**src/rtl/core_decode_queue.sv**
```systemverilog
// Decode queue: DEPTH-entry fetch FIFO feeding a registered micro-op stage; latency 2 (1 with CORE_DECODE_BYPASS_EN).
// Backpressure: IN_READY drops while the FIFO is full; OUT_READY low holds the decoded stage stable.
module core_decode_queue #(
    parameter int XLEN  = 32,
    parameter int PC_W  = 32,
    parameter int DEPTH = 4,
    parameter int UOP_W = 6
) (
    input  logic                       CLK,
    input  logic                       RST,
    input  logic                       FLUSH,
    input  logic                       IN_VALID,
    output logic                       IN_READY,
    input  logic [31:0]                IN_INST,
    input  logic [PC_W-1:0]            IN_PC,
    output logic                       OUT_VALID,
    input  logic                       OUT_READY,
    output logic [PC_W-1:0]            OUT_PC,
    output logic [UOP_W-1:0]           OUT_UOP,
    output logic [XLEN-1:0]            OUT_IMM,
    output logic [4:0]                 OUT_RD,
    output logic [4:0]                 OUT_RS1,
    output logic [4:0]                 OUT_RS2,
    output logic                       OUT_RDVALID,
    output logic                       OUT_FRDVALID,
    output logic                       OUT_ILLEGAL,
    output logic [$clog2(DEPTH+1)-1:0] COUNT
);

    localparam int CNT_W = $clog2(DEPTH + 1);
    localparam int PTR_W = $clog2(DEPTH);

    typedef struct packed {
        logic [PC_W-1:0] pc;
        logic [31:0]     inst;
    } entry_t;

    typedef struct packed {
        logic [UOP_W-1:0] uop;
        logic [XLEN-1:0]  imm;
        logic             rdvalid;
        logic             frdvalid;
    } dec_t;

    function automatic dec_t decode(input logic [31:0] inst);
        logic [6:0]  opc;
        logic [2:0]  f3;
        logic [6:0]  f7;
        int unsigned code;
        logic [31:0] imm32;
        dec_t        d;
        opc  = inst[6:0];
        f3   = inst[14:12];
        f7   = inst[31:25];
        code = 0;
        case (opc)
            7'b0010011: begin
                case (f3)
                    3'b000:  code = 1;
                    3'b010:  code = 2;
                    3'b011:  code = 3;
                    3'b100:  code = 4;
                    3'b110:  code = 5;
                    3'b111:  code = 6;
                    3'b001:  code = 7;
                    default: code = (f7 == 7'b0000000) ? 8 : (f7 == 7'b0100000) ? 9 : 0;
                endcase
            end
            7'b0110011: begin
                case (f3)
                    3'b000:  code = (f7 == 7'b0000000) ? 10 : (f7 == 7'b0100000) ? 11 : 0;
                    3'b001:  code = 12;
                    3'b010:  code = 13;
                    3'b011:  code = 14;
                    3'b100:  code = 15;
                    3'b101:  code = (f7 == 7'b0000000) ? 16 : (f7 == 7'b0100000) ? 17 : 0;
                    3'b110:  code = 18;
                    default: code = 19;
                endcase
            end
            7'b1100011: begin
                case (f3)
                    3'b000:  code = 20;
                    3'b001:  code = 21;
                    3'b100:  code = 22;
                    3'b101:  code = 23;
                    3'b110:  code = 24;
                    3'b111:  code = 25;
                    default: code = 0;
                endcase
            end
            7'b0000011: begin
                case (f3)
                    3'b000:  code = 26;
                    3'b001:  code = 27;
                    3'b010:  code = 28;
                    3'b100:  code = 29;
                    3'b101:  code = 30;
                    default: code = 0;
                endcase
            end
            7'b0100011: begin
                case (f3)
                    3'b000:  code = 31;
                    3'b001:  code = 32;
                    3'b010:  code = 33;
                    default: code = 0;
                endcase
            end
            7'b1100111: code = (f3 == 3'b000) ? 34 : 0;
            7'b1101111: code = 35;
            7'b0010111: code = 36;
            7'b0110111: code = 37;
            7'b0000111: code = (f3 == 3'b010) ? 38 : 0;
            7'b0100111: code = (f3 == 3'b010) ? 39 : 0;
            7'b1010011: begin
                // OP-FP: func7 selects the operation, func3 is rounding mode except where noted
                case (f7)
                    7'b0000000: code = 40;
                    7'b0000100: code = 41;
                    7'b0001000: code = 42;
                    7'b0001100: code = 43;
                    7'b1010000: begin
                        case (f3)
                            3'b010:  code = 44;
                            3'b001:  code = 45;
                            3'b000:  code = 46;
                            default: code = 0;
                        endcase
                    end
                    7'b0010000: code = (f3 == 3'b010) ? 47 : 0;
                    7'b1111000: code = (f3 == 3'b000) ? 48 : 0;
                    7'b1101000: code = 49;
                    7'b1100000: code = 50;
                    7'b0101100: code = 51;
                    default:    code = 0;
                endcase
            end
            7'b0001011: code = 52;
            7'b0000001: code = (f3 == 3'b000) ? 53 : (f3 == 3'b001) ? 54 : 0;
            default:    code = 0;
        endcase

        if (code inside {[1:9], [26:30], 34, 38})
            imm32 = {{20{inst[31]}}, inst[31:20]};
        else if (code inside {[31:33], 39})
            imm32 = {{20{inst[31]}}, inst[31:25], inst[11:7]};
        else if (code inside {[20:25]})
            imm32 = {{19{inst[31]}}, inst[31], inst[7], inst[30:25], inst[11:8], 1'b0};
        else if (code inside {36, 37})
            imm32 = {inst[31:12], 12'b0};
        else if (code == 35)
            imm32 = {{11{inst[31]}}, inst[31], inst[19:12], inst[20], inst[30:21], 1'b0};
        else
            imm32 = 32'b0;

        d.uop      = UOP_W'(code);
        d.imm      = XLEN'($signed(imm32));
        d.rdvalid  = !(code == 0 || code inside {[20:25], [31:33], 39});
        d.frdvalid = code inside {38, 40, 41, 42, 43, 47, 48, 49, 51};
        return d;
    endfunction

    entry_t           mem [DEPTH];
    logic [PTR_W-1:0] wr_ptr;
    logic [PTR_W-1:0] rd_ptr;
    logic [CNT_W-1:0] count_q;
    logic             stage_free;
    logic             bypass;
    logic             push;
    logic             pop;
    entry_t           load_ent;
    dec_t             dec;

    assign COUNT      = count_q;
    assign IN_READY   = (count_q != CNT_W'(DEPTH));
    assign stage_free = !OUT_VALID || OUT_READY;

`ifdef CORE_DECODE_BYPASS_EN
    assign bypass = IN_VALID && !FLUSH && stage_free && (count_q == '0);
`else
    assign bypass = 1'b0;
`endif

    assign push     = IN_VALID && IN_READY && !FLUSH && !bypass;
    assign pop      = stage_free && (count_q != '0) && !FLUSH;
    assign load_ent = bypass ? {IN_PC, IN_INST} : mem[rd_ptr];
    assign dec      = decode(load_ent.inst);

    always_ff @(posedge CLK) begin
        if (push)
            mem[wr_ptr] <= {IN_PC, IN_INST};
    end

    always_ff @(posedge CLK or posedge RST) begin
        if (RST) begin
            wr_ptr  <= '0;
            rd_ptr  <= '0;
            count_q <= '0;
        end else if (FLUSH) begin
            wr_ptr  <= '0;
            rd_ptr  <= '0;
            count_q <= '0;
        end else begin
            if (push)
                wr_ptr <= wr_ptr + PTR_W'(1);
            if (pop)
                rd_ptr <= rd_ptr + PTR_W'(1);
            case ({push, pop})
                2'b10:   count_q <= count_q + CNT_W'(1);
                2'b01:   count_q <= count_q - CNT_W'(1);
                default: count_q <= count_q;
            endcase
        end
    end

    always_ff @(posedge CLK or posedge RST) begin
        if (RST) begin
            OUT_VALID    <= 1'b0;
            OUT_PC       <= '0;
            OUT_UOP      <= '0;
            OUT_IMM      <= '0;
            OUT_RD       <= '0;
            OUT_RS1      <= '0;
            OUT_RS2      <= '0;
            OUT_RDVALID  <= 1'b0;
            OUT_FRDVALID <= 1'b0;
            OUT_ILLEGAL  <= 1'b0;
        end else if (FLUSH) begin
            OUT_VALID <= 1'b0;
        end else if (pop || bypass) begin
            OUT_VALID    <= 1'b1;
            OUT_PC       <= load_ent.pc;
            OUT_UOP      <= dec.uop;
            OUT_IMM      <= dec.imm;
            OUT_RD       <= load_ent.inst[11:7];
            OUT_RS1      <= load_ent.inst[19:15];
            OUT_RS2      <= load_ent.inst[24:20];
            OUT_RDVALID  <= dec.rdvalid;
            OUT_FRDVALID <= dec.frdvalid;
            OUT_ILLEGAL  <= (dec.uop == '0);
        end else if (OUT_READY) begin
            OUT_VALID <= 1'b0;
        end
    end

endmodule

```
**config.mk**
```make
export PLATFORM = sky130hd
export DESIGN_NAME = core_decode_queue
export DESIGN_NICKNAME = d
export VERILOG_FILES = /design/src/rtl/core_decode_queue.sv
export SDC_FILE = /design/constraint.sdc
export NUM_CORES = 1
export LEC_CHECK = 0
export CORE_MARGIN = 2
export CORE_UTILIZATION = 35
export DETAILED_ROUTE_END_ITERATION = 10
export HOLD_SLACK_MARGIN = 0.03
export PLACE_DENSITY_LB_ADDON = 0.15
export SLEW_MARGIN = 20
export SYNTH_ARGS = -nofsm -noshare
export SYNTH_HDL_FRONTEND = slang
export SYNTH_SLANG_ARGS = --single-unit
```
**constraint.sdc**
```tcl
create_clock -name CLK -period 3.4 [get_ports CLK]
set_input_delay 0.68 -clock CLK [delete_from_list [all_inputs] [get_ports CLK]]
set_output_delay 0.68 -clock CLK [all_outputs]
set_load 0.05 [all_outputs]
```
## Word level (Yosys, flattened, before mapping)

Memory sizes are Yosys's and may differ from the RTL's.
Index checks and enable logic that the tools add are counted.

- $add $sub $neg: 4
- Magnitude comparators: 8
- Equality and inequality tests: 48
- Muxes and demuxes: 37
- Bitwise gates (word level): 1
- Reduce and logical (&&, ||, !) cells: 28

Operator list:

| operator | count |
|---|---|
| 32-bit by 6-bit equality test with 1-bit output, second input constant | 14 |
| 32-bit one-hot mux with 14 select lines | 1 |
| 32-bit 2-to-1 mux | 5 |
| 32-bit by 5-bit >= comparator with 1-bit output, second input constant | 3 |
| 32-bit by 5-bit <= comparator with 1-bit output, second input constant | 2 |
| 6-bit one-hot mux with 10 select lines | 1 |
| 7-bit equality test, second input constant | 8 |
| 7-bit by 6-bit equality test with 1-bit output, second input constant | 6 |
| 6-bit 2-to-1 mux | 7 |
| 6-bit one-hot mux with 3 select lines | 2 |
| 5-bit one-hot mux with 7 select lines | 1 |
| 32-bit by 1-bit >= comparator with 1-bit output, second input constant | 1 |
| 32-bit by 4-bit <= comparator with 1-bit output, second input constant | 1 |
| 32-bit by 6-bit <= comparator with 1-bit output, second input constant | 1 |
| 32-bit zero test | 1 |
| 5-bit one-hot mux with 6 select lines | 1 |
| 4-bit one-hot mux with 7 select lines | 1 |
| 5-bit one-hot mux with 5 select lines | 1 |
| 7-bit by 4-bit equality test with 1-bit output, second input constant | 3 |
| 7-bit by 5-bit equality test with 1-bit output, second input constant | 3 |
| 4-bit 2-to-1 mux | 4 |
| 7-bit by 3-bit equality test with 1-bit output, second input constant | 2 |
| 3-bit equality test, second input constant | 4 |
| 3-bit nonzero test | 4 |
| other kinds (26) | 49 |

- Register bits after elaboration: 96
- RAM bits: 256
- Input port bits: 69
- Output and inout bits: 93
- Logic and storage cells: 140
- Memories: 1

Memory list:

| memory | words | bits a word | read ports | clocked after Yosys merged registers in | write ports | RTL line | RTL |
|---|---|---|---|---|---|---|---|
| mem | 4 | 64 | 1 | 0 | 1 | 164 | `entry_t mem [DEPTH];` |

## Logic depth before layout (Yosys ltp)

Gate-level depths: netlist (run 1).
An unclocked memory read counts as a cell.

- Depth in word-level cells: 12
- Gate-level depth with buffers: 14
- Depth with buffers taken out: 9

## Worst setup path before layout (run 1)

Ideal clock, no wire load.

- Kind: reg2reg
- From: register count_q[0] (netlist: COUNT[0])
- To: memory mem[0][0] in the netlist's numbering (enable)
- Library setup time: 0.429 ns
- Arrival: 3.181 ns
- Data required time: 2.971 ns
- Slack: -0.210 ns
- Stages on the path, launching flop included: 6
- Path buffers: 0
- Period minus slack after synthesis: 3.610 ns
- Cells stage by stage: dfrtp_1 nor2_1 nand2_1 nand2_1 nor2_1 and2_1

- Cells in the longest elaborated chain, start to end: 5

RTL lines:

| element | RTL line | RTL |
|---|---|---|
| start: declaration | 167 | `logic [CNT_W-1:0] count_q;` |
| start signal: assignment | 210 | `2'b10: count_q <= count_q + CNT_W'(1);` |
| start signal: assignment | 211 | `2'b01: count_q <= count_q - CNT_W'(1);` |
| start signal: assignment | 212 | `default: count_q <= count_q;` |
| 3-bit != test | 176 | `assign IN_READY = (count_q != CNT_W'(DEPTH));` |
| named net IN_READY | 13 | `output logic IN_READY,` |
| 1-bit logical AND (2 in a row) | 185 | `assign push = IN_VALID && IN_READY && !FLUSH && !bypass;` |
| 1-bit 2-to-1 mux | 191 | `if (push)` |
| 1-bit 2-to-1 mux (implied by the code) | 192 | `mem[wr_ptr] <= {IN_PC, IN_INST};` |
| end: declaration | 164 |  |

The timed path passes the listed nets, and every way through them passes these cells.

## Final worst setup path (run 1)

- From: register rd_ptr[0]
- To: register OUT_IMM[15]

- Cells in the longest elaborated chain, start to end: 12
- Elaborated cells between the ends (all ways): 81
- Classes of those cells: order compare (8); eq/ne (37); mux (26); reduce/logical (9); memory (1)

RTL lines:

| element | RTL line | RTL |
|---|---|---|
| start: declaration | 166 | `logic [PTR_W-1:0] rd_ptr;` |
| start signal: assignment | 208 | `rd_ptr <= rd_ptr + PTR_W'(1);` |
| memory read 4 x 64 bit * | -- |  |
| branches (longest 10 deep; another with 32-bit by 5-bit >= comparator with 1-bit output) | -- |  |
| 32-bit 2-to-1 mux * | 144 | `if (code inside {[1:9], [26:30], 34, 38})` |
| end signal: assignment | 235 | `OUT_IMM <= dec.imm;` |
| end: declaration | 20 | `output logic [XLEN-1:0] OUT_IMM,` |

Mark *: on every way between the ends.
A chain may end at the register's enable or synchronous reset.

==> parameters.txt, run 1 <==
Parameter                              Value

Timing
  Final Slew Violations ... 0
  Relative slew slack ... 53.1%
  Min setup slack post-route ... -0.282 ns
  Fmax achieved ... 272 MHz
  Final cycle utilization of the critical path ... 108%
  Final-report setup violation count ... 32
  Clock tree skew after final layout ... 0.0159 ns
  Number of endpoints with negative hold slack in the final report ... 0
  Actual slew at the worst max-slew pin ... 0.701 ns
  Unrepaired setup endpoints after global routing ... yes
  Minimum period implied by the final worst setup slack ... 3.68 ns
  Smallest hold slack ... 0.402 ns

Placement
  # placed instances ... 1715
  DPL Wire Length ... 23.7 mm
  Port Buffers ... 161
  Final GP Congestion ... 0.844

Detailed routing
  Via-per-instance ratio ... 5.07
  Initial DRC count ... 452
  Number of iterations in the first detailed-routing pass ... 4
  Remaining antenna violation count ... 0
  Remaining routing DRC violations ... 0
  Routed vias ... 9131
  Wirelength, routed ... 36.7 mm
  Mean routed wirelength per cell ... 20.4 µm

Global routing
  Met3 Track Usage GR ... 3.63%
  GR Util All Layers ... 17.0%
  Number of antenna violations at the first check in global routing ... 2
  Largest net degree at the start of global routing ... 63
  Most crowded layer after global routing ... met2
  Final global-route overflow total ... 0
  Via count of the first global-routing pass ... 9455
  GR met1 Demand/Resource ... 22.9%
  Met2 layer usage reported by global route ... 27.6%
  Wire length of the first global-routing pass ... 56.6 mm

Layout
  N_diodes ... 0
  Share of post-route cells with drive strength above 1 ... 24.6%
  Number of nets in the finished design ... 1314
  Synth-to-layout area growth ... 32.9%
  Count of fill cells added during filler insertion ... 3652
  Count of placed standard cells in the final layout, fillers left out ... 1802
  Fraction of the core area covered by cells at the end of the flow ... 47.1%

Setup path
  Critical Path Max Stage Delay ... 0.54 ns
  Worst-path cell chain ... buf_12 -> buf_8 -> mux4_2 -> buf_6 -> xnor2_4 -> a211oi_2 -> a31oi_2 -> o32ai_4 -> nor4_4 -> or4b_4 -> a211oi_4 -> buf_6 -> clkbuf_16 -> o22ai_1
  CP most frequent cell ... buf_6
  Crit-path leading delay family ... simple AND/OR/NAND/NOR gates
  Max stage delay cell, worst path ... mux4_2
  Arr. time, crit path ... 4.11 ns
  Category of the worst setup path launch point ... flop
  Startpoint-to-endpoint class of the critical path ... reg2reg
  Maximum fanout along the worst path ... 9
  Required time reported for the critical path endpoint ... 3.83 ns
  Crit path buf inv count ... 5
  Kind of end point of the critical path ... flop

Logic synthesis
  Number of enable flip-flop cells after synthesis ... 256
  Cell accounting for the most synthesized area ... edfxtp_1
  Fraction of registers with async set/reset ... 27.3%
  Sequential area share after synthesis ... 69.5%
  Post-synthesis net count ... 1035
  Unique masters post-synth ... 68
  Post-synthesis instance total ... 961
  Avg Synthesized Cell Area ... 15.1 µm²
  Number of synthesized register bits ... 352
  Cell types occupying the most area after synthesis ... edfxtp_1, dfrtp_1, mux4_2
  Area share of the largest cell type after synthesis ... 53.0%
  Most common flop cell mapped by yosys ... edfxtp_1
  Netlist Area Pre-Place ... 14500 µm²
  Number of warnings printed during yosys synthesis ... 0

Pwr
  Worst VDD drop ... 0.484 mV
  Leakage power figure ... 0.00711 µW
  Final Power ... 17400 µW
  Power per cell area ... 903 nW/µm²

Flow run
  Max_cap viols ... 0

Clock network
  Total CTS buffers ... 40
  Sinks on Clock Net ... 352
  Master cell of the clock root buffer ... clkbuf_16
  Maximum clock insertion buffer count ... 3
  Clock tree from TritonCTS ... built
  Hold buffer count at cts ... 0
  Insertion delay of the later-clocked pin in the worst-skew pair ... 0.56 ns
  Htree depth ... 2
  Clock Pin Slew Worst Setup and Hold Paths ... 0.06 ns

Floorplan
  Boundary pin count ... 162
  Core Box Area ... 40900 µm²
  Vertical die dimension ... 208 µm
  Die Span X ... 208 µm
  Total Die Area ... 43100 µm²
  Initial Util ... 35.5%
  Core Rows ... 74

Worst hold path
  Min-delay worst type ... in2async

Status
  Violations in the final reports ... negative setup slack
  Outcome ... finished with violations
-- worst reg2reg max path, delay by kind of cell (launching register included) --
| family | cells | cell delay, ns |
|---|---|---|
| compound gates | 5 | 0.72 |
| simple gates | 2 | 0.87 |
| xor+xnor | 1 | 0.13 |
| flops | 1 | 0.50 |
| buf+inv | 5 | 0.79 |
| mux | 1 | 0.54 |
-- power breakdown --
group	switching, µW	internal, µW
Combinational	4320	2920
Sequential	419	5330
Clock	1750	2670
-- routing by layer --
layer  routed length, µm  part of all wire (%)  vias up
li1                    -                     -     4229
met1               16500                    45     4646
met2               17600                    48      188
met3                1780                   4.8       64
met4                 828                   2.3        4
met5                  27                 0.074        -
-- cell families after synthesis --
logic type	synth area share, %
flip-flops	69.5
AND/OR/NAND/NOR	10.1
AO/OA/AOI/OAI	6.31
multiplexers	10.8
buffers and inverters	2.23
XOR/XNOR	0.543
adder cells (fa/ha/maj)	0.483
-- metrics by stage --
step / cell area, µm² / setup TNS (ns) / worst slack, ns
6_report: 19300 / -5.96 / -0.282
2_1_floorplan: 14500 / -1.46 / -0.129
4_1_cts: 19000 / -4.13 / -0.164
3_3_place_gp: 17600 / -7.92 / -0.280
3_5_place_dp: 17600 / -7.36 / -0.269
5_1_grt: 19300 / -10.61 / -0.400
-- path summary, 6_finish.rpt --
| path | start | to | slack [ns] | depth (start not counted) |
|---|---|---|---|---|
| worst max register to register | rd_ptr[0]$_DFFE_PP0P_ | OUT_IMM[15]$_DFFE_PP0P_ | -0.28 | 14 |
| worst min-delay path | RST | OUT_PC[17]$_DFFE_PP0P_ | 0.40 | 2 |
| worst max-delay path | rd_ptr[0]$_DFFE_PP0P_ | OUT_IMM[15]$_DFFE_PP0P_ | -0.28 | 14 |
| worst min register to register | OUT_PC[21]$_DFFE_PP0P_ | OUT_PC[21]$_DFFE_PP0P_ | 0.47 | 2 |
| max in group asynchronous | RST | OUT_RD[3]$_DFFE_PP0P_ | 2.35 | 3 |
| min in group CLK | OUT_PC[21]$_DFFE_PP0P_ | OUT_PC[21]$_DFFE_PP0P_ | 0.47 | 2 |
-- timing repair --
item,in CTS,in global routing
pin swaps,0,12
cloned,0,2
endpoints found under the setup margin,33,35
resized for setup,7,39
setup buffers,1,12
-- layout by cell type, fill, tap and decap left out, types with 4 or more instances in the layout --
master | Yosys | layout
clkinvlp_4 | 0 | 5
clkbuf_1 | 34 | 4
clkinv_2 | 0 | 8
mux4_2 | 63 | 63
buf_4 | 1 | 115
buf_6 | 5 | 5
nand3_1 | 6 | 5
bufinv_16 | 0 | 6
nor3_1 | 8 | 7
nor2_1 | 56 | 55
xnor2_1 | 5 | 4
and3_1 | 9 | 9
clkdlybuf4s50_1 | 0 | 161
inv_1 | 10 | 9
xor2_1 | 4 | 4
a311oi_1 | 11 | 11
o21ai_0 | 16 | 12
a31oi_1 | 6 | 4
ha_1 | 4 | 4
o22ai_1 | 8 | 8
edfxtp_1 | 256 | 256
mux2i_1 | 12 | 12
nand2b_1 | 9 | 7
a2111oi_0 | 14 | 13
or3_1 | 4 | 4
nand2_1 | 175 | 174
clkbuf_16 | 0 | 42
or2_2 | 6 | 5
a221oi_1 | 6 | 6
dfrtp_1 | 96 | 94
and2_4 | 0 | 4
a21oi_1 | 49 | 47
nand3b_1 | 4 | 4
buf_12 | 1 | 10
-- final cells by class --
type / instances / area [µm²] / area share (%)
flip-flops and latches: 352 / 10100 / 52.4
clock buffers: 46 / 1040 / 5.41
repair buffers: 295 / 2810 / 14.6
well taps: 532 / 666 / 3.45
multi-input cells: 541 / 4320 / 22.4
inverters: 10 / 40.0 / 0.208
clock inverters: 26 / 312 / 1.62
-- synthesized netlist by cell type, types with 9 or more instances --
master     instances
inv_1             10
a2111oi_0         14
and3_1             9
nor2_1            56
clkbuf_1          34
mux4_2            63
buf_2              9
edfxtp_1         256
dfrtp_1           96
mux2i_1           12
o21ai_0           16
nand2_1          175
a311oi_1          11
nand2b_1           9
a21oi_1           49
-- state kept, by name (all words and copies together) (netlist names), 2 cells and up --
name,flops
OUT_RD,5
rd_ptr,2
OUT_RS2,5
OUT_PC,32
wr_ptr,2
mem,256
COUNT,3
OUT_RS1,5
OUT_UOP,6
OUT_IMM,32
Note: power is estimated with default switching activity, not from simulation.
==> run 2: changes to the inputs <==
==> constraint.sdc (replaced) <==
create_clock -name CLK -period 3.3 [get_ports CLK]
set_input_delay 0.66 -clock CLK [delete_from_list [all_inputs] [get_ports CLK]]
set_output_delay 0.66 -clock CLK [all_outputs]
set_load 0.05 [all_outputs]
==> run 2 against run 1 <==
Effect of this change:
- the run still ends with negative setup slack left
- clock power fell by 3%
- first-iteration DRC count rose by 25%
- worst setup slack got worse by 0.079 ns
- global-route usage rose by 0.64 points
- final area rose by 0.43%
- utilization rose by 0.20 points
- final cell count rose by 0.89%
- critical path depth did not move
- critical path type unchanged
- largest cell class unchanged
==> parameters.txt, run 2 (same netlist as run 1, synthesis figures left out) <==
Parameter                              Value

Setup path
  Max stage delay cell, worst path ... or4b_4 (was mux4_2)
  Worst-path cell chain ... buf_6 -> buf_4 -> mux4_2 -> buf_4 -> or3b_2 -> a211oi_1 -> a31oi_1 -> o32ai_2 -> nor4_4 -> or4b_4 -> a211oi_4 -> buf_6 -> clkbuf_16 -> o22ai_1 (was buf_12 -> buf_8 -> mux4_2 -> buf_6 -> xnor2_4 -> a211oi_2 -> a31oi_2 -> o32ai_4 -> nor4_4 -> or4b_4 -> a211oi_4 -> buf_6 -> clkbuf_16 -> o22ai_1)
  Arr. time, crit path ... 4.08 ns (was 4.11 ns)
  Worst reg2reg path startpoint ... rd_ptr[0]$_DFFE_PP0P_ (unchanged)
  Critical Path Max Stage Delay ... 0.54 ns (about the same)
  Worst setup path startpoint ... rd_ptr[0]$_DFFE_PP0P_ (unchanged)
  Kind of end point of the critical path ... flop (unchanged)
  Category of the worst setup path launch point ... flop (unchanged)
  Crit-path leading delay family ... simple AND/OR/NAND/NOR gates (unchanged)
  Required time reported for the critical path endpoint ... 3.72 ns (was 3.83 ns)
  Crit path buf inv count ... 5 (unchanged)
  Startpoint-to-endpoint class of the critical path ... reg2reg (unchanged)
  Register-to-Register Setup Slack ... -0.36 ns (was -0.28 ns)
  Maximum fanout along the worst path ... 9 (unchanged)

Floorplan
  Core Box Area ... 40900 µm² (unchanged)
  Boundary pin count ... 162 (unchanged)
  Initial Util ... 35.5% (unchanged)
  Vertical die dimension ... 208 µm (unchanged)
  Die Span X ... 208 µm (unchanged)
  Total Die Area ... 43100 µm² (unchanged)
  Core Rows ... 74 (unchanged)

Global routing
  Final global-route overflow total ... 0 (unchanged)
  Wire length of the first global-routing pass ... 58.7 mm (was 56.6 mm)
  Largest net degree at the start of global routing ... 49 (was 63)
  Via count of the first global-routing pass ... 9681 (was 9455)
  GR Util All Layers ... 17.6% (was 17.0%)
  Number of antenna violations at the first check in global routing ... 2 (unchanged)

Detailed routing
  Remaining routing DRC violations ... 0 (unchanged)
  Remaining antenna violation count ... 0 (unchanged)
  Number of iterations in the first detailed-routing pass ... 5 (was 4)
  Initial DRC count ... 566 (was 452)
  Wirelength, routed ... 38.0 mm (was 36.7 mm)
  Routed vias ... 9159 (was 9131)
  Mean routed wirelength per cell ... 20.9 µm (was 20.4 µm)
  Via-per-instance ratio ... 5.04 (was 5.07)

Pwr
  Portion of total power attributed to sequential cells ... 33.2% (was 33.0%)
  Fraction of power spent switching nets ... 37.8% (was 37.3%)
  Switching Power ... 6740 µW (was 6490 µW)
  Worst VDD drop ... 0.452 mV (was 0.484 mV)
  Combinational cell fraction of total power ... 42.8% (was 41.6%)
  Share of total power in the clock network ... 24.0% (was 25.4%)
  Power per cell area ... 919 nW/µm² (was 903 nW/µm²)
  Cell internal power dissipation ... 11100 µW (was 10900 µW)
  Leakage power figure ... 0.00717 µW (was 0.00711 µW)

Placement
  Port Buffers ... 161 (unchanged)
  DPL Wire Length ... 25.0 mm (was 23.7 mm)
  Pre-CTS setup slack ... -0.532 ns (was -0.269 ns)
  Final GP Congestion ... 0.855 (was 0.844)

Status
  Violations in the final reports ... negative setup slack (unchanged)
  Outcome ... finished with violations (unchanged)

Layout
  Leading registers by flop count ... mem x256, OUT_IMM x32, OUT_PC x32 (unchanged)
  Number of flip-flops under the largest register name ... 256 (unchanged)
  Synth-to-layout area growth ... 33.4% (was 32.9%)
  Most frequent standard cell in the layout excluding fill and tap cells ... edfxtp_1 (unchanged)
  Share of post-route cells with drive strength above 1 ... 25.1% (was 24.6%)
  Count of fill cells added during filler insertion ... 3642 (was 3652)
  Top reg by flops ... mem (unchanged)
  Number of nets in the finished design ... 1328 (was 1314)
  Most used cells in the layout excluding fill and tap cells ... edfxtp_1, nand2_1, clkdlybuf4s50_1 (unchanged)
  Fraction of the core area covered by cells at the end of the flow ... 47.3% (was 47.1%)

Timing
  Final Slew Violations ... 0 (unchanged)
  Min setup slack post-route ... -0.361 ns (was -0.282 ns)
  Relative slew slack ... 39.2% (was 53.1%)
  Unrepaired setup endpoints after global routing ... yes (unchanged)
  Fmax achieved ... 273 MHz (was 272 MHz)
  Clock tree skew after final layout ... 0.0198 ns (was 0.0159 ns)
  Number of endpoints with negative hold slack in the final report ... 0 (unchanged)
  Final cycle utilization of the critical path ... 111% (was 108%)
  Final-report setup violation count ... 35 (was 32)
  Minimum period implied by the final worst setup slack ... 3.66 ns (was 3.68 ns)
  Actual slew at the worst max-slew pin ... 0.913 ns (was 0.701 ns)
  Setup tns final ... -8.28 ns (was -5.96 ns)

Clock network
  Sinks on Clock Net ... 352 (unchanged)
  Clock tree from TritonCTS ... built (unchanged)
  Clock Pin Slew Worst Setup and Hold Paths ... 0.06 ns (about the same)
  Hold buffer count at cts ... 0 (unchanged)
  Total CTS buffers ... 40 (unchanged)
  Maximum clock insertion buffer count ... 3 (unchanged)
  Master cell of the clock root buffer ... clkbuf_16 (unchanged)
  Insertion delay of the later-clocked pin in the worst-skew pair ... 0.56 ns (about the same)
  Htree depth ... 2 (unchanged)

Worst hold path
  Launch instance of the worst min-delay path ... OUT_PC[5]$_DFFE_PP0P_
  Min-delay worst type ... reg2reg (was in2async)

Flow run
  Max_cap viols ... 0 (unchanged)
==> run 2: power groups by stage <==
stage | registers [µW] | logic [µW] | clock network [µW]
floorplan | 7620 | 2790 | 0
CTS | 5910 | 7390 | 4400
detailed placement | 6020 | 7190 | 0
global route | 5990 | 8170 | 4560
finish | 5910 | 7630 | 4270
global placement | 6010 | 7180 | 0
==> run 2: final cells by class <==
class	instances	area (µm²)	area share, %
Antenna cell	1	2.50	0.0129
Clock buffer	53	1060	5.47
Clock inverter	20	200	1.03
Inverter	10	40.0	0.207
Multi-Input combinational cell	542	4360	22.5
Sequential cell	352	10100	52.1
Tap cell	532	666	3.44
Timing Repair Buffer	308	2940	15.2
==> run 2: path summary, 6_finish.rpt <==
check | end | depth (start not counted)
min in group asynchronous | OUT_PC[13]$_DFFE_PP0P_ | 2
max reg2reg | OUT_IMM[14]$_DFFE_PP0P_ | 14
min reg2reg | OUT_PC[5]$_DFFE_PP0P_ | 2
min | OUT_PC[5]$_DFFE_PP0P_ | 2
max in group asynchronous | OUT_UOP[1]$_DFFE_PP0P_ | 3
max | OUT_IMM[14]$_DFFE_PP0P_ | 14
==> run 2: worst min-delay path: cells and delay by family (launching register included) <==
kind             cells  cell delay [ns]
AND/OR/NAND/NOR      2             0.10
flip-flops           1             0.34
==> run 2: routing by layer <==
layer  routed length [µm]  track usage, %  vias up  share of wire (%)
met5                   12               0        -              0.032
met4                  736            5.16        2                1.9
met3                 2130            3.95       54                5.6
met2                18100            28.7      226                 48
met1                17000            23.8     4622                 45
li1                     -               -     4255                  -
==> run 2: through the flow <==
stage | cells | total power, µW | area [µm²] | hold slack [ns]
global placement | 1725 | 13200 | 17600 | 0.459
floorplan | 961 | 10400 | 14500 | 0.543
CTS | 1809 | 17700 | 19100 | 0.476
global route | 1817 | 18700 | 19400 | 0.495
finish | 1818 | 17800 | 19400 | 0.471
detailed placement | 1725 | 13200 | 17600 | 0.461
==> run 2: what timing repair did <==
item,4_1_cts,5_1_grt
setup endpoints to repair,36,35
gates resized for setup,26,32
pin swaps,4,6
setup buffers,10,7
cloned,2,2
==> run 3: changes to the inputs <==
==> constraint.sdc (replaced) <==
create_clock -name CLK -period 2.9 [get_ports CLK]
set_input_delay 0.58 -clock CLK [delete_from_list [all_inputs] [get_ports CLK]]
set_output_delay 0.58 -clock CLK [all_outputs]
set_load 0.05 [all_outputs]
==> run 3 against run 2 <==
Effect of this change:
- the flow still finishes with violations (negative setup slack)
- final cell count grew 0.61%
- clock power is 21% higher
- critical path depth fell by 1
- fmax rose by 0.48%
- global-route usage grew 0.39 points
- die area is the same
- sequential share of layout area is 0.95 points lower
- combinational power up 16%
- final area increased by 1.8%
- hold slack lost 0.063 ns
- routed wire length up 1.1%
- largest power group unchanged
==> parameters.txt, run 3 (same netlist as run 1, synthesis figures left out) <==
Parameter                              Value

Placement
  Pre-CTS setup slack ... -0.776 ns (was -0.532 ns)
  DPL Wire Length ... 25.1 mm (was 25.0 mm)
  Final GP Congestion ... 0.865 (was 0.855)
  Port Buffers ... 161 (unchanged)

Timing
  Min setup slack post-route ... -0.744 ns (was -0.361 ns)
  Number of endpoints with negative hold slack in the final report ... 0 (unchanged)
  Minimum period implied by the final worst setup slack ... 3.64 ns (was 3.66 ns)
  Unrepaired setup endpoints after global routing ... yes (unchanged)
  Fmax achieved ... 274 MHz (was 273 MHz)
  Final Slew Violations ... 0 (unchanged)
  Relative slew slack ... 49.3% (was 39.2%)
  Final cycle utilization of the critical path ... 126% (was 111%)
  Clock tree skew after final layout ... 0.0151 ns (was 0.0198 ns)
  Actual slew at the worst max-slew pin ... 0.758 ns (was 0.913 ns)
  Final-report setup violation count ... 38 (was 35)

Setup path
  Worst-path cell chain ... buf_12 -> mux4_2 -> or4_4 -> a2111oi_4 -> buf_4 -> a31oi_2 -> nor4bb_4 -> and2_4 -> a221o_1 -> a211oi_4 -> buf_6 -> clkbuf_16 -> o22ai_1 (was buf_6 -> buf_4 -> mux4_2 -> buf_4 -> or3b_2 -> a211oi_1 -> a31oi_1 -> o32ai_2 -> nor4_4 -> or4b_4 -> a211oi_4 -> buf_6 -> clkbuf_16 -> o22ai_1)
  Depth of the worst register-to-register path ... 13 (was 14)
  Worst reg2reg path startpoint ... rd_ptr[0]$_DFFE_PP0P_ (unchanged)
  Maximum fanout along the worst path ... 9 (unchanged)
  Crit-path leading delay family ... compound AO/OA/AOI/OAI gates (was simple AND/OR/NAND/NOR gates)
  Startpoint-to-endpoint class of the critical path ... reg2reg (unchanged)
  Critical Path Max Stage Delay ... 0.57 ns (was 0.54 ns)
  Register-to-Register Setup Slack ... -0.74 ns (was -0.36 ns)
  Category of the worst setup path launch point ... flop (unchanged)
  Reg-to-Reg End ... OUT_IMM[14]$_DFFE_PP0P_ (unchanged)
  Max stage delay cell, worst path ... or4_4 (was or4b_4)
  Crit path buf inv count ... 4 (was 5)
  Kind of end point of the critical path ... flop (unchanged)
  Arr. time, crit path ... 4.08 ns (about the same)
  Required time reported for the critical path endpoint ... 3.34 ns (was 3.72 ns)

Pwr
  Power per cell area ... 1060 nW/µm² (was 919 nW/µm²)
  Worst VDD drop ... 0.615 mV (was 0.452 mV)
  Leakage power figure ... 0.00731 µW (was 0.00717 µW)
  Final Power ... 20800 µW (was 17800 µW)

Floorplan
  Die Span X ... 208 µm (unchanged)
  Total Die Area ... 43100 µm² (unchanged)
  Initial Util ... 35.5% (unchanged)
  Core Rows ... 74 (unchanged)
  Boundary pin count ... 162 (unchanged)
  Vertical die dimension ... 208 µm (unchanged)
  Core Box Area ... 40900 µm² (unchanged)

Global routing
  GR Util All Layers ... 18.0% (was 17.6%)
  Number of antenna violations at the first check in global routing ... 2 (unchanged)
  Final global-route overflow total ... 0 (unchanged)
  Wire length of the first global-routing pass ... 59.3 mm (was 58.7 mm)
  Largest net degree at the start of global routing ... 39 (was 49)
  Via count of the first global-routing pass ... 9657 (was 9681)

Detailed routing
  Routed vias ... 9248 (was 9159)
  Via-per-instance ratio ... 5.06 (was 5.04)
  Remaining routing DRC violations ... 0 (unchanged)
  Mean routed wirelength per cell ... 21.0 µm (was 20.9 µm)
  Remaining antenna violation count ... 0 (unchanged)
  Initial DRC count ... 558 (was 566)
  Wirelength, routed ... 38.5 mm (was 38.0 mm)
  Number of iterations in the first detailed-routing pass ... 5 (unchanged)

Layout
  Total area of sequential cells ... 10100 µm² (unchanged)
  Most frequent standard cell in the layout excluding fill and tap cells ... edfxtp_1 (unchanged)
  Top reg by flops ... mem (unchanged)
  Number of nets in the finished design ... 1340 (was 1328)
  Synth-to-layout area growth ... 35.9% (was 33.4%)
  Count of fill cells added during filler insertion ... 3597 (was 3642)
  Number of flip-flops under the largest register name ... 256 (unchanged)
  Most used cells in the layout excluding fill and tap cells ... edfxtp_1, nand2_1, clkdlybuf4s50_1 (unchanged)
  Area of combinational cells with multiple inputs ... 4420 µm² (was 4360 µm²)
  Leading registers by flop count ... mem x256, OUT_IMM x32, OUT_PC x32 (unchanged)
  Share of post-route cells with drive strength above 1 ... 26.9% (was 25.1%)

Clock network
  Master cell of the clock root buffer ... clkbuf_16 (unchanged)
  Htree depth ... 2 (unchanged)
  Clock tree from TritonCTS ... built (unchanged)
  Total CTS buffers ... 40 (unchanged)
  Clock Pin Slew Worst Setup and Hold Paths ... 0.06 ns (about the same)
  Maximum clock insertion buffer count ... 3 (unchanged)
  Sinks on Clock Net ... 352 (unchanged)
  Insertion delay of the later-clocked pin in the worst-skew pair ... 0.57 ns (was 0.56 ns)
  Hold buffer count at cts ... 0 (unchanged)

Status
  Violations in the final reports ... negative setup slack (unchanged)
  Outcome ... finished with violations (unchanged)

Worst hold path
  Min-delay worst type ... in2async (was reg2reg)

Flow run
  Max_cap viols ... 0 (unchanged)
run 3: worst max-delay path by stage:
stage | from | endpoint | slack [ns] | cells after the start
2_1_floorplan | rd_ptr[0]$_DFFE_PP0P_ | OUT_IMM[13]$_DFFE_PP0P_ | -0.63 | 14
3_3_place_gp | rd_ptr[0]$_DFFE_PP0P_ | OUT_IMM[2]$_DFFE_PP0P_ | -0.71 | 12
3_5_place_dp | rd_ptr[0]$_DFFE_PP0P_ | OUT_IMM[4]$_DFFE_PP0P_ | -0.78 | 12
4_1_cts | rd_ptr[0]$_DFFE_PP0P_ | OUT_IMM[4]$_DFFE_PP0P_ | -0.68 | 14
5_1_grt | rd_ptr[0]$_DFFE_PP0P_ | OUT_IMM[7]$_DFFE_PP0P_ | -0.86 | 13
6_report | rd_ptr[0]$_DFFE_PP0P_ | OUT_IMM[14]$_DFFE_PP0P_ | -0.74 | 13
run 3: report_power, final:
| part | internal [µW] | total, µW | switching [µW] |
|---|---|---|---|
| Sequential | 6250 | 6770 | 526 |
| Clock | 3120 | 5170 | 2060 |
| Combinational | 3640 | 8880 | 5240 |
run 3: layout make-up:
cell class                 count  area share [%]
timing repair buffer         321            16.0
sequential                   352            51.2
clock buffer                  52            5.51
clock inverter                20            1.31
antenna                        1          0.0127
tap                          532            3.37
inverter                      10           0.209
multi-input combinational    541            22.4
run 3: through the flow:
| stage | instances | hold slack, ns | TNS [ns] | area [µm²] | utilization [%] |
|---|---|---|---|---|---|
| floorplan | 961 | 0.543 | -15.63 | 14600 | - |
| global placement | 1723 | 0.461 | -23.04 | 17700 | 43.3 |
| detailed placement | 1723 | 0.465 | -25.15 | 17700 | 43.3 |
| CTS | 1817 | 0.399 | -21.52 | 19500 | 47.7 |
| finish | 1829 | 0.408 | -22.99 | 19700 | 48.2 |
| global route | 1828 | 0.438 | -28.06 | 19700 | 48.2 |
run 3: worst register-to-register path, stage by stage (launching register included):
cell       delay, ns
dfrtp_4         0.48
buf_12          0.14
mux4_2          0.55
or4_4           0.57
a2111oi_4       0.30
buf_4           0.17
a31oi_2         0.04
nor4bb_4        0.17
and2_4          0.15
a221o_1         0.37
a211oi_4        0.18
buf_6           0.16
clkbuf_16       0.15
o22ai_1         0.09
run 3: timing repair:
action	CTS	global route
pin swaps	7	13
resized for setup	48	28
setup buffers	20	10
gates cloned	3	2
hold endpoints to repair	0	0
endpoints found under the setup margin	40	41
run 3: per-layer routing:
layer	share of wire, %	global-route usage, %	vias up
met5	0.034	0	-
met4	2.2	5.38	2
met3	5.7	3.92	58
met2	48	29.6	238
met1	44	24.1	4673
li1	-	-	4277
